**src/rtl/serial_link_master_if.sv**
```systemverilog
// serial_link_master_if
//   Board-facing pins of the 4-slot serial register link.
//   master modport: the host end (serial_link_master) drives clock/data/sync/reset
//                   and receives the board's serial output.
//   slave modport : the board end (or a board model) with directions reversed.
//   Members:
//     link_clk   host -> board  link clock (board clk_data)
//     link_data  host -> board  serial data, LSB first (board datainbit)
//     link_sync  host -> board  frame sync strobe (board data_sync_en)
//     link_rst   host -> board  board reset pulse (board sys_reset)
//     link_din   board -> host  serial data from the board (board dataoutbit)
interface serial_link_master_if;
    logic link_clk;
    logic link_data;
    logic link_sync;
    logic link_rst;
    logic link_din;

    modport master (
        output link_clk,
        output link_data,
        output link_sync,
        output link_rst,
        input  link_din
    );

    modport slave (
        input  link_clk,
        input  link_data,
        input  link_sync,
        input  link_rst,
        output link_din
    );
endinterface

```
**src/rtl/serial_link_master.sv**
```systemverilog
// serial_link_master
//   Host end of the 4-slot serial register link. Generates the link clock,
//   shifts one 32-bit word per frame to the board (LSB first) while capturing
//   the board's word, then issues a one-pulse sync. Slots cycle 1,2,3,0 after
//   each link reset, mirroring the board's own slot counter.
//   Optional feature macro: SLINK_CPU_STEP_EN (adds cpu_step output).
// Ports
//   clk_sys, sys_reset      clock, asynchronous active-high reset
//   run                     keep framing while 1; stop at a frame boundary on 0
//   tx_instr, tx_memdata    words sent in slot 1 and slot 3 (latched at frame start)
//   link                    board pins (see serial_link_master_if)
//   rx_pc/rx_memaddr/rx_memdata  last words received for board registers 0/2/3
//   rx_valid, rx_slot       update strobe and the board register index updated
//   round_done              pulse after every slot-0 sync
//   busy                    high whenever the FSM is not IDLE
//   cpu_step                (SLINK_CPU_STEP_EN only) one CLK_DIV-cycle pulse per round
// rx_valid is a single-cycle strobe with no ready/back-pressure: rx_slot and the
// rx_* register it names are valid in the same cycle and stay until the next update.
module serial_link_master #(
    parameter int CLK_DIV    = 4,
    parameter int RST_HALVES = 4
) (
    input  logic                        clk_sys,
    input  logic                        sys_reset,
    input  logic                        run,
    input  logic [31:0]                 tx_instr,
    input  logic [31:0]                 tx_memdata,
    serial_link_master_if.master        link,
    output logic [31:0]                 rx_pc,
    output logic [31:0]                 rx_memaddr,
    output logic [31:0]                 rx_memdata,
    output logic                        rx_valid,
    output logic [1:0]                  rx_slot,
    output logic                        round_done,
    output logic                        busy
`ifdef SLINK_CPU_STEP_EN
    ,
    output logic                        cpu_step
`endif
);
    localparam int PW = $clog2(CLK_DIV);
    // One counter serves as LRST half-period count and as SHIFT bit index.
    localparam int CW = ($clog2(RST_HALVES) > 5) ? $clog2(RST_HALVES) : 5;

    typedef enum logic [1:0] {IDLE, LRST, SHIFT, SYNC} state_t;

    state_t        state, state_n;
    logic [PW-1:0] phase;
    logic [CW-1:0] cnt;
    logic [1:0]    slot, slot_n;
    logic [31:0]   tx_word, tx_next, rx_shift;
    logic          clk_level, data_bit, sync_bit, rst_pulse;
    logic          din_meta, din_sync;
    logic          first_frame;
    logic          half_end, launch, frame_end, start_frame;
    logic [4:0]    bit_next;

    assign link.link_clk  = clk_level;
    assign link.link_data = data_bit;
    assign link.link_sync = sync_bit;
    assign link.link_rst  = rst_pulse;
    assign busy           = (state != IDLE);

    always_ff @(posedge clk_sys or posedge sys_reset) begin
        if (sys_reset) state <= IDLE;
        else           state <= state_n;
    end

    // launch: falling link_clk edge inside SHIFT; frame_end: falling edge closing SYNC.
    always_comb begin
        state_n   = state;
        launch    = 1'b0;
        frame_end = 1'b0;
        half_end  = (phase == PW'(CLK_DIV - 1));
        case (state)
            IDLE:  if (run) state_n = LRST;
            LRST:  if (half_end && cnt == CW'(RST_HALVES - 1)) state_n = SHIFT;
            SHIFT: if (half_end && clk_level) begin
                       launch = 1'b1;
                       if (cnt == CW'(31)) state_n = SYNC;
                   end
            SYNC:  if (half_end && clk_level) begin
                       frame_end = 1'b1;
                       state_n   = run ? SHIFT : IDLE;
                   end
            default: state_n = IDLE;
        endcase
        // A frame starts at the launch edge of its first pulse: after LRST or after a sync.
        start_frame = (state == LRST && state_n == SHIFT) || (frame_end && run);
        slot_n      = slot + 2'd1;
        case (slot_n)
            2'd1:    tx_next = tx_instr;
            2'd3:    tx_next = tx_memdata;
            default: tx_next = '0;
        endcase
        bit_next = cnt[4:0] + 5'd1;
    end

    always_ff @(posedge clk_sys or posedge sys_reset) begin
        if (sys_reset) begin
            phase       <= '0;
            cnt         <= '0;
            slot        <= '0;
            tx_word     <= '0;
            rx_shift    <= '0;
            clk_level   <= 1'b0;
            data_bit    <= 1'b0;
            sync_bit    <= 1'b0;
            rst_pulse   <= 1'b0;
            din_meta    <= 1'b0;
            din_sync    <= 1'b0;
            first_frame <= 1'b0;
            rx_pc       <= '0;
            rx_memaddr  <= '0;
            rx_memdata  <= '0;
            rx_valid    <= 1'b0;
            rx_slot     <= '0;
            round_done  <= 1'b0;
        end else begin
            din_meta   <= link.link_din;
            din_sync   <= din_meta;
            rx_valid   <= 1'b0;
            round_done <= 1'b0;

            if (state == IDLE || half_end) phase <= '0;
            else                           phase <= phase + 1'b1;

            if ((state == SHIFT || state == SYNC) && half_end)
                clk_level <= ~clk_level;

            if (state == IDLE && run) begin
                rst_pulse   <= 1'b1;
                cnt         <= '0;
                slot        <= '0;
                first_frame <= 1'b1;
            end
            if (state == LRST && half_end) cnt <= cnt + 1'b1;
            if (state == LRST && state_n == SHIFT) rst_pulse <= 1'b0;

            // The board moved dataoutbit at the preceding rising edge; it has
            // cleared the synchroniser by now because CLK_DIV >= 3.
            if (launch) begin
                rx_shift[cnt[4:0]] <= din_sync;
                cnt                <= cnt + 1'b1;
                if (state_n == SYNC) begin
                    sync_bit <= 1'b1;
                    data_bit <= 1'b0;
                end else begin
                    data_bit <= tx_word[bit_next];
                end
            end

            // Frame in slot s carries board register (s-1) mod 4.
            if (frame_end) begin
                sync_bit    <= 1'b0;
                data_bit    <= 1'b0;
                first_frame <= 1'b0;
                round_done  <= (slot == 2'd0);
                if (!first_frame) begin
                    case (slot)
                        2'd1: begin rx_pc      <= rx_shift; rx_valid <= 1'b1; rx_slot <= 2'd0; end
                        2'd3: begin rx_memaddr <= rx_shift; rx_valid <= 1'b1; rx_slot <= 2'd2; end
                        2'd0: begin rx_memdata <= rx_shift; rx_valid <= 1'b1; rx_slot <= 2'd3; end
                        default: ;
                    endcase
                end
            end

            if (start_frame) begin
                slot     <= slot_n;
                tx_word  <= tx_next;
                data_bit <= tx_next[0];
                cnt      <= '0;
            end
        end
    end

`ifdef SLINK_CPU_STEP_EN
    logic [PW-1:0] step_cnt;

    always_ff @(posedge clk_sys or posedge sys_reset) begin
        if (sys_reset) begin
            cpu_step <= 1'b0;
            step_cnt <= '0;
        end else if (round_done) begin
            cpu_step <= 1'b1;
            step_cnt <= '0;
        end else if (cpu_step) begin
            if (step_cnt == PW'(CLK_DIV - 1)) cpu_step <= 1'b0;
            else                              step_cnt <= step_cnt + 1'b1;
        end
    end
`endif
endmodule

```
**src/flat_wrapper.sv**
```systemverilog
// flat-port wrapper written by rule: the top's interface ports become plain ports
module serial_link_master_flat 
#(
    parameter int CLK_DIV    = 4,
    parameter int RST_HALVES = 4
)
  (clk_sys, sys_reset, run, tx_instr, tx_memdata, rx_pc, rx_memaddr, rx_memdata, rx_valid, rx_slot, round_done, busy, link_link_clk, link_link_data, link_link_sync, link_link_rst, link_link_din);
  serial_link_master_if link_i ();
  input  logic clk_sys;
  input  logic sys_reset;
  input  logic run;
  input  logic [31:0] tx_instr;
  input  logic [31:0] tx_memdata;
  output logic [31:0] rx_pc;
  output logic [31:0] rx_memaddr;
  output logic [31:0] rx_memdata;
  output logic rx_valid;
  output logic [1:0] rx_slot;
  output logic round_done;
  output logic busy;
  output wire logic [$bits(link_i.link_clk)-1:0] link_link_clk;
  output wire logic [$bits(link_i.link_data)-1:0] link_link_data;
  output wire logic [$bits(link_i.link_sync)-1:0] link_link_sync;
  output wire logic [$bits(link_i.link_rst)-1:0] link_link_rst;
  input wire logic [$bits(link_i.link_din)-1:0] link_link_din;
  assign link_link_clk = link_i.link_clk;
  assign link_link_data = link_i.link_data;
  assign link_link_sync = link_i.link_sync;
  assign link_link_rst = link_i.link_rst;
  assign link_i.link_din = link_link_din;
  serial_link_master #(.CLK_DIV(CLK_DIV), .RST_HALVES(RST_HALVES)) u_core (.clk_sys(clk_sys), .sys_reset(sys_reset), .run(run), .tx_instr(tx_instr), .tx_memdata(tx_memdata), .link(link_i), .rx_pc(rx_pc), .rx_memaddr(rx_memaddr), .rx_memdata(rx_memdata), .rx_valid(rx_valid), .rx_slot(rx_slot), .round_done(round_done), .busy(busy));
endmodule
```
**config.mk**
```make
export PLATFORM = sky130hd
export DESIGN_NAME = serial_link_master_flat
export DESIGN_NICKNAME = d
export VERILOG_FILES = /design/src/rtl/serial_link_master_if.sv /design/src/rtl/serial_link_master.sv /design/src/flat_wrapper.sv
export SDC_FILE = /design/constraint.sdc
export NUM_CORES = 1
export LEC_CHECK = 0
export ABC_CLOCK_PERIOD_IN_PS = 20300
export CAP_MARGIN = 20
export CORE_UTILIZATION = 55
export CTS_CLUSTER_DIAMETER = 60
export CTS_CLUSTER_SIZE = 12
export DETAILED_ROUTE_END_ITERATION = 12
export PLACE_DENSITY = 0.86
export SYNTH_ARGS = -nofsm -noshare
export SYNTH_HDL_FRONTEND = slang
export SYNTH_SLANG_ARGS = --single-unit
```
**constraint.sdc**
```tcl
create_clock -name clk_sys -period 20.3 [get_ports clk_sys]
set_clock_uncertainty 0.1 [all_clocks]
set_input_delay 6.09 -clock clk_sys [delete_from_list [all_inputs] [get_ports clk_sys]]
set_output_delay 6.09 -clock clk_sys [all_outputs]
set_load 0.01 [all_outputs]
```
==> impl_results.md <==
- Max Freq: 0.1261 GHz
- Final Max Tran Viols: 0
- Later-pin clock latency in the skew report: 0.43 ns
- Post-Syn Area per Cell: 13.16 um2
- Initial DRC count: 377
- Gr usage total: 25.88%
- Total congestion overflow: 0
- Vias post-DR: 5298
- Shortest period the worst path allows: 7.931 ns
- Pin count of the biggest net entering global routing: 124
- Via density: 5.606
- Sequential cell area fraction in the yosys report: 58.35%
- Mapped Cells: 593
- Nets: 831
- Clock sinks: 182
- First-pass GRT wire length: 28450 um
- Setup slack at placement: 12.00 ns
- Full die area: 14670 um2
- Slew at the pin with the worst max-slew slack: 0.9392 ns
- N_diodes: 0
- Top FF cell, synth: dfrtp_1
- Compound-Gate Fraction of Synth Area: 6.925%
- Worst EP arrival: 1.74 ns
- VDD IR max: 69.21 uV
- Final period utilization: 39.07%
- Post-Synth XOR/XNOR Area: 0.3366%
- Wire length per cell: 18.92 um
- CP max stage delay: 0.57 ns
- Synth Cell Area: 7805 um2
- Status: finished, final reports clean
- Residual DRC: 0
- Die height: 121.1 um
- RSZ-0062 raised after global routing: no
- Fin Setup TNS: 0 ns
- CP Capture Type: output pin
- Initial Util: 56.23%
- Leak: 4.826 nW
- Worst-path clk slew: 0.07 ns
- GP Congestion: 0.8038
- Slew headroom: 37.39%
- Final Hold Violating Endpoints: 0
- Max-Cap Viols: 0
- WP data required: 14.11 ns
- Post-CTS Resized: 0
- Crit path max fanout: 12
- Synth warn: 0
- Setup Buffers After CTS: 0
- IO Port Bufs: 172
- # setup viols final: 0
- R2r setup slk: 17.35 ns
- CTS tree: yes
- Pre-Repair DR Iteration Count: 4
- Post-synth EDFFs: 0
- Htree depth: 4
- # hold bufs at CTS: 0
- Mux contribution to synthesized area: 22.23%
- Root Driver: clkbuf_16
- Rows: 43
- Synth Area in Adders: 1.603%
- Kind of critical path: reg -> out
- CTS max path bufs: 2
- Async SR Flop Fraction: 100.0%
- Share of cells above drive strength 1: 21.83%
- Setup crit start kind: flip-flop
- Chip Width: 121.1 um
- Syn Nets: 671
- Num ports: 173
- Synth unique cells: 40
- Power per cell area: 102.0 nW/um2
- Vias in the first global route: 5436
- Post-DP HPWL: 11830 um
- CP max-delay cell: dfrtp_1
- Synth-to-Final Area Change: 31.79%
- Num CTS Buffers: 17
- Routed wire length: 17880 um
- #FFs+latches synth: 182
- Simple-gate share of the synthesized area: 7.390%
- Worst setup margin: 12.37 ns
- Worst Hold Class: reg -> reg
- Main combinational cell family by area after synthesis: multiplexers
- Post-route ant nets: 0
- Initial antenna violation count: 0
- CORE AREA: 13880 um2
- Crit-path cells: nor2_1 > inv_1 > clkdlybuf4s50_1
==> Yosys cell counts (all sizes together) (2+ instances only) <==
cell    instances  area (um2)
xnor2           2       17.52
a21oi          40       211.5
a31oi           2       12.51
clkbuf         12       45.04
mux2          131        1475
nor3b           4       30.03
a22oi          31       232.7
nand3b          2       15.01
mux2i           5       50.05
ha             10       125.1
o21ai           4       20.01
nor3            6       51.30
dfrtp         182        4554
and3            7       43.79
o211ai          2       15.01
nand2          49       183.9
nand3           5       30.03
inv            11       41.29
and3b           3       26.28
mux4            8       210.2
buf            27       160.2
nor2           41       153.9
==> sequential cells by signal, summed over array words and instances (netlist names), 2 cells and up <==
signal	cells
u_core.cnt	5
u_core.phase	2
u_core.rx_memaddr	32
u_core.rx_memdata	32
u_core.rx_pc	32
u_core.rx_shift	32
u_core.rx_slot	2
u_core.slot	2
u_core.state	2
u_core.tx_word	32
==> layout make-up <==
type	instances	area, um2
Clock inverter	10	193.9
Sequential cell	182	4554
Inverter	11	46.29
Fill cell	881	3595
Tap cell	180	225.2
Timing Repair Buffer	180	1802
Clock buffer	21	460.4
Multi-Input combinational cell	361	3004
==> final timing paths <==
check | from | end | cells after the start
worst max-delay path | u_core.state[0] | busy | 3
worst min-delay path | u_core.din_meta | u_core.din_sync | 0
worst max register to register | u_core.cnt[0] | u_core.link.link_data | 6
worst min register to register | u_core.din_meta | u_core.din_sync | 0
max in group asynchronous | sys_reset | u_core.tx_word[9] | 4
min in group asynchronous | sys_reset | u_core.rx_pc[1] | 2
==> metrics by stage <==
stage / utilization (%) / power [mW] / hold slack [ns] / instances / cell area (um2)
global route: 74.10 / 1.099 / 0.2801 / 945 / 10290
detailed placement: 69.19 / 0.6881 / 0.2449 / 913 / 9604
floorplan: - / 0.6190 / 0.2312 / 593 / 7805
finish: 74.10 / 1.050 / 0.2568 / 945 / 10290
CTS: 73.90 / 1.056 / 0.2587 / 944 / 10260
global placement: 69.19 / 0.6698 / 0.2366 / 913 / 9604
==> power by group <==
| part | leakage, nW | switching, mW | internal (mW) |
|---|---|---|---|
| sequential | 2.45 | 0.0419 | 0.411 |
| combinational | 2.06 | 0.122 | 0.113 |
| clock | 0.312 | 0.136 | 0.226 |
==> critical path: cells and delay by family (launching register included) <==
| family | cells | cell delay (ns) |
|---|---|---|
| flip-flops | 1 | 0.57 |
| buffers and inverters | 2 | 0.60 |
| AND/OR/NAND/NOR | 1 | 0.15 |
==> cell usage in the layout (no fill, tap or decap), drive strengths merged, types with 6 or more instances in the layout <==
cell and count:
dfrtp 182, clkdlybuf4s50 172, mux2 131, nand2 49, nor2 41, a21oi 40
a22oi 31, clkbuf 21, inv 13, ha 10, mux4 8, buf 8
and3 7, nor3 6
==> layer usage <==
| metal | track usage [%] | vias to the layer above | share of wire (%) | wire length [um] |
|---|---|---|---|---|
| met1 | 31.75 | 2662 | 41 | 7366 |
| met5 | 0 | - | 0 | 0 |
| met3 | 5.874 | 25 | 5.3 | 954 |
| li1 | - | 2427 | - | - |
| met2 | 44.50 | 184 | 52 | 9267 |
| met4 | 9.877 | 0 | 1.6 | 293 |
==> cells by family (layout without fill, tap and decap cells) <==
kind of cell	after synthesis	in the layout
xor gates and xnor gates	3	3
muxes	144	144
adders and majority gates	10	10
DFF	182	182
buffers and inverters	50	222
AOI/OAI and AO/OA	84	84
and+or+nand+nor	120	120
Power figures use the tool's default switching activity.
